$ cat config.mk
export PLATFORM = sky130hd
export DESIGN_NAME = bf_rr_sched
export DESIGN_NICKNAME = d
export VERILOG_FILES = /design/src/rtl/bf_rr_sched_pkg.sv /design/src/rtl/bf_rr_pick.sv /design/src/rtl/bf_rr_sched.sv
export SDC_FILE = /design/constraint.sdc
export NUM_CORES = 1
export LEC_CHECK = 0
export CELL_PAD_IN_SITES_DETAIL_PLACEMENT = 1
export CELL_PAD_IN_SITES_GLOBAL_PLACEMENT = 2
export CORE_MARGIN = 1
export CORE_UTILIZATION = 23
export DETAILED_ROUTE_END_ITERATION = 12
export PLACE_DENSITY = 0.87
export SETUP_SLACK_MARGIN = 0.15
export SYNTH_ARGS = -nofsm -noshare
export SYNTH_HDL_FRONTEND = slang
export SYNTH_SLANG_ARGS = --single-unit
$ cat constraint.sdc
create_clock -name clk -period 2.2 [get_ports clk]
set_input_delay 0.44 -clock clk [delete_from_list [all_inputs] [get_ports clk]]
set_output_delay 0.44 -clock clk [all_outputs]
set_load 0.02 [all_outputs]
$ cat src/rtl/bf_rr_sched_pkg.sv
// Shared types and helpers for the round-robin scheduler.
// FSM state encoding and the ceiling-log2 helper used for counter widths.
package bf_rr_sched_pkg;

    typedef enum logic {
        BF_ST_IDLE  = 1'b0,
        BF_ST_GRANT = 1'b1
    } bf_state_e;

    function automatic int clog2(input int v);
        int r;
        r = 0;
        while ((1 << r) < v) begin
            r = r + 1;
        end
        return r;
    endfunction

endpackage

$ cat src/rtl/bf_rr_pick.sv
// Rotating priority encoder: first requester at or above the pointer, wrapping.
// Purely combinational; all arbitration state lives in the scheduler.
module bf_rr_pick
    import bf_rr_sched_pkg::*;
#(
    parameter int inputs = 4,
    parameter int abits  = 2
) (
    input  logic [inputs-1:0] i_req,
    input  logic [abits-1:0]  i_ptr,
    output logic [abits-1:0]  o_idx,
    output logic              o_any
);

    int w_best;
    int w_dist;

    // Smallest forward distance from the pointer wins.
    always_comb begin
        o_idx  = '0;
        o_any  = 1'b0;
        w_best = inputs;
        w_dist = 0;
        for (int j = 0; j < inputs; j++) begin
            w_dist = j - int'(i_ptr);
            if (w_dist < 0) begin
                w_dist = w_dist + inputs;
            end
            if (i_req[j] && (w_dist < w_best)) begin
                w_best = w_dist;
                o_idx  = abits'(j);
                o_any  = 1'b1;
            end
        end
    end

endmodule

$ cat src/rtl/bf_rr_sched.sv
// Round-robin scheduler: N srdy/drdy producers onto one registered consumer port.
// Grant is held for up to 'burst' beats; each beat is tagged with its source index.
`ifndef SDLIB_DELAY
`define SDLIB_DELAY
`endif

module bf_rr_sched
    import bf_rr_sched_pkg::*;
#(
    parameter int inputs = 4,
    parameter int width  = 8,
    parameter int abits  = 2,
    parameter int burst  = 4
) (
    input  logic                    clk,
    input  logic                    reset,
    input  logic [inputs-1:0]       c_srdy,
    output logic [inputs-1:0]       c_drdy,
    input  logic [inputs*width-1:0] c_data,
    output logic                    p_srdy,
    input  logic                    p_drdy,
    output logic [abits-1:0]        p_addr,
    output logic [width-1:0]        p_data
);

    localparam int              CW      = clog2(burst + 1);
    localparam logic [CW-1:0]    LASTBT  = CW'(burst - 1);
    localparam logic [abits-1:0] LASTIDX = abits'(inputs - 1);

    bf_state_e          r_state;
    bf_state_e          w_state_nxt;
    logic [abits-1:0]   r_gnt;
    logic [abits-1:0]   r_ptr;
    logic [CW-1:0]      r_cnt;
    logic               r_p_srdy;
    logic [abits-1:0]   r_p_addr;
    logic [width-1:0]   r_p_data;

    logic [abits-1:0]   w_pick_idx;
    logic               w_pick_any;
    logic               w_req_g;
    logic [width-1:0]   w_data_g;
    logic               w_out_free;
    logic               w_in_xfer;
    logic               w_exit;
    logic [abits-1:0]   w_gnt_inc;

    bf_rr_pick #(
        .inputs (inputs),
        .abits  (abits)
    ) u_pick (
        .i_req  (c_srdy),
        .i_ptr  (r_ptr),
        .o_idx  (w_pick_idx),
        .o_any  (w_pick_any)
    );

    always_comb begin
        w_req_g  = 1'b0;
        w_data_g = '0;
        for (int i = 0; i < inputs; i++) begin
            if (r_gnt == abits'(i)) begin
                w_req_g  = c_srdy[i];
                w_data_g = c_data[i*width +: width];
            end
        end
    end

    assign w_out_free = !r_p_srdy || p_drdy;
    assign w_gnt_inc  = (r_gnt == LASTIDX) ? '0 : r_gnt + 1'b1;

    always_comb begin
        w_state_nxt = r_state;
        c_drdy      = '0;
        w_in_xfer   = 1'b0;
        w_exit      = 1'b0;
        unique case (r_state)
            BF_ST_IDLE: begin
                if (w_pick_any) begin
                    w_state_nxt = BF_ST_GRANT;
                end
            end
            BF_ST_GRANT: begin
                for (int i = 0; i < inputs; i++) begin
                    c_drdy[i] = (r_gnt == abits'(i)) && w_out_free;
                end
                w_in_xfer = w_req_g && w_out_free;
                // Rotate on a full burst or as soon as the holder withdraws.
                w_exit = !w_req_g || (w_in_xfer && (r_cnt == LASTBT));
                if (w_exit) begin
                    w_state_nxt = BF_ST_IDLE;
                end
            end
            default: begin
                w_state_nxt = BF_ST_IDLE;
            end
        endcase
    end

    always_ff @(posedge clk or negedge reset) begin
        if (!reset) begin
            r_state <= BF_ST_IDLE;
            r_gnt   <= '0;
            r_ptr   <= '0;
            r_cnt   <= '0;
        end else begin
            r_state <= w_state_nxt;
            if ((r_state == BF_ST_IDLE) && w_pick_any) begin
                r_gnt <= w_pick_idx;
                r_cnt <= '0;
            end else if (w_in_xfer) begin
                r_cnt <= r_cnt + 1'b1;
            end
            if (w_exit) begin
                r_ptr <= w_gnt_inc;
            end
        end
    end

    always_ff @(posedge clk or negedge reset) begin
        if (!reset) begin
            r_p_srdy <= `SDLIB_DELAY 1'b0;
            r_p_addr <= `SDLIB_DELAY '0;
            r_p_data <= `SDLIB_DELAY '0;
        end else if (w_in_xfer) begin
            r_p_srdy <= `SDLIB_DELAY 1'b1;
            r_p_addr <= `SDLIB_DELAY r_gnt;
            r_p_data <= `SDLIB_DELAY w_data_g;
        end else if (p_drdy) begin
            r_p_srdy <= `SDLIB_DELAY 1'b0;
        end
    end

    assign p_srdy = r_p_srdy;
    assign p_addr = r_p_addr;
    assign p_data = r_p_data;

endmodule

==> results.json <==
{
  "drt-initial-drc-count": 58,
  "power.leakage_uw": 0.00106,
  "grt_pass1_vias": 1490,
  "clock_tree.root_cell": "clkbuf_8",
  "clockBufferDepth": 2,
  "portBuffers": 53,
  "grt_max_degree": 20,
  "clkLatencyLatePin_ns": 0.26,
  "cp.required_ns": 2.35,
  "synth_top_area_cell": "dfrtp_1",
  "critPathMaxFanout": 4,
  "drv_slew": 0,
  "outcome": "finished, violations left",
  "cts_tree": "built",
  "dp_hpwl_mm": 3.53,
  "total_power_uw": 3590,
  "power_density_nw_per_um2": 1500,
  "die_w_um": 80.3,
  "ir_drop_mv": 0.405,
  "synth_edf_count": 0,
  "fin_crit_sh": 1.09,
  "synth.most_common_cell": "dfrtp_1",
  "netlist_top_cells_count": "19 x dfrtp_1, 17 x nand2_1, 10 x inv_1, 10 x nor2b_1, 8 x ha_1",
  "tightestPinTransition_ns": 0.457,
  "core_um2": 5920,
  "routedWlPerCell_um": 16.4,
  "setup_slack_ns": -0.189,
  "die_h_um": 80.3,
  "drive_above_1_share": 0.323,
  "synth_top_area_frac": 0.337,
  "yosysUniqueCellTypes": 40,
  "area_delta_synth_final_pct": 69.4,
  "crit_type": "register to register",
  "synth_area_leaders": "dfrtp_1 34%, ha_1 7.1%, mux2_4 6.4%",
  "synth-seq-area-share": 0.337,
  "drv_cap": 0,
  "instances_no_fill": 304,
  "ant_nets": 0,
  "grt_pass1_wl_mm": 7.29,
  "finalSetupViolCount": 2,
  "syn_area_um2": 1410,
  "placed_cells": 290,
  "rsz0062_at_grt": "true",
  "netlist_instances": 147,
  "arrival_ns": 2.54,
  "hold_slack_ns": 0.513,
  "die_area_um2": 6440,
  "drc": 0,
  "fin_crit_ns": 2.39,
  "cts_sinks": 19,
  "initial_core_util": 0.238,
  "syn_avg_cell_area_um2": 9.58,
  "gp_congestion": 0.752,
  "clk_pin_slew_ns": 0.08,
  "antenna_found_initial": 0,
  "grt_overflow": 0,
  "clock_skew_ns": 0.00469,
  "fin_nets": 277,
  "cts_hold_buf": 0,
  "violations": "negative setup slack",
  "placementRows": 28,
  "synthFlopType": "dfrtp_1",
  "slew_headroom": 0.688,
  "crit_path_start_kind": "register",
  "hold_viol_final": 0,
  "dr_total_vias": 1451,
  "ios": 54,
  "syn_nets": 194,
  "ys_async_sr_fraction": 1.00,
  "h-tree-depth": 1,
  "grt_usage": 0.150,
  "yosys_register_bits": 19,
  "viasPerCell": 4.77,
  "yosys_warnings": 0,
  "max_freq_mhz": 419,
  "dr.pass1.iters": 4,
  "min_path_type": "register to register",
  "cts_buffers": 3,
  "end_kind": "register",
  "post-place-ws_ns": -0.696,
  "wirelength_mm": 4.99,
  "diodes": 0
}
-- kinds of logic (layout without fill, tap and decap cells) --
group | Yosys count | after routing | share of synthesized area
adders and majority gates | 8 | 8 | 0.0711
buffers and inverters | 18 | 100 | 0.0613
and+or+nand+nor | 47 | 47 | 0.173
DFF | 19 | 19 | 0.337
muxes | 16 | 16 | 0.140
xor gates and xnor gates | 1 | 1 | 0.00622
AOI/OAI and AO/OA | 38 | 38 | 0.210
-- area by class of cell --
| type | count | area, um2 |
|---|---|---|
| fillers | 665 | 3530 |
| multi-input cells | 110 | 951 |
| repair buffers | 86 | 781 |
| flip-flops and latches | 19 | 478 |
| well taps | 75 | 93.8 |
| clock buffers | 3 | 41.3 |
| inverters | 10 | 37.5 |
| clock inverters | 1 | 5.00 |
-- state kept, by name (all words and copies together) (netlist names) --
register	flops
r_cnt	3
p_srdy	1
r_state	1
p_data	8
r_gnt	2
p_addr	2
r_ptr	2
-- path summary, 6_finish.rpt --
path	startpoint	slack [ns]	endpoint	cells past startpoint
worst max register to register	r_ptr[0]$_DFFE_PN0P_	-0.19	r_gnt[1]$_DFFE_PN0P_	11
max in group asynchronous	reset	1.45	r_ptr[1]$_DFFE_PN0P_	2
min in group asynchronous	reset	0.52	p_data[5]$_DFFE_PN0P_	2
worst min register to register	p_data[3]$_DFFE_PN0P_	0.51	p_data[3]$_DFFE_PN0P_	1
worst min-delay path	p_data[3]$_DFFE_PN0P_	0.51	p_data[3]$_DFFE_PN0P_	1
worst max-delay path	r_ptr[0]$_DFFE_PN0P_	-0.19	r_gnt[1]$_DFFE_PN0P_	11
-- timing repair --
item / 4_1_cts / 5_1_grt
endpoints found under the setup margin: 8 / 14
pin swaps: 6 / 5
resized for setup: 21 / 18
buffers inserted: 6 / 4
-- worst max-delay path: stages, from the launching register on --
cell and delay (ns):
dfrtp_2 0.48, buf_12 0.15, xnor2_4 0.14, ha_4 0.29
o22ai_4 0.07, o21ai_2 0.15, nor2_1 0.07, a21o_1 0.16
ha_1 0.28, o21ai_2 0.09, nand2_1 0.07, a222oi_1 0.32
-- per-layer routing --
layer / share of wire / track usage
met4: 0.0096 / 0.0339
met3: 0.050 / 0.0284
met5: 0 / 0
met2: 0.50 / 0.279
met1: 0.44 / 0.175
-- metrics by stage --
stage                util  instance area, um2  TNS (ns)
floorplan               -                1430   -0.0906
global placement    0.368                2180     -2.21
detailed placement  0.368                2180     -2.98
CTS                 0.388                2300    -0.119
global route        0.403                2390    -0.437
finish              0.403                2390    -0.230
-- where the power goes --
part / internal, uW / switching [uW]
sequential: 523 / 143
clock: 126 / 123
combinational: 1440 / 1240
total: 2090 / 1500
-- placed cells by master, fill, tap and decap left out, types with 3 or more instances in the layout --
master and instances:
a21oi_1 3, mux2_2 6, ha_1 6, inv_1 9, nor2b_1 10, mux2_4 6, dfrtp_1 17, buf_4 29
clkbuf_8 3, o31ai_1 7, and3_1 4, clkbuf_2 5, nand2_1 17, clkdlybuf4s50_1 47, nor2_1 5, a221oi_1 6
mux2i_1 3
(Power assumes the default switching activity.)
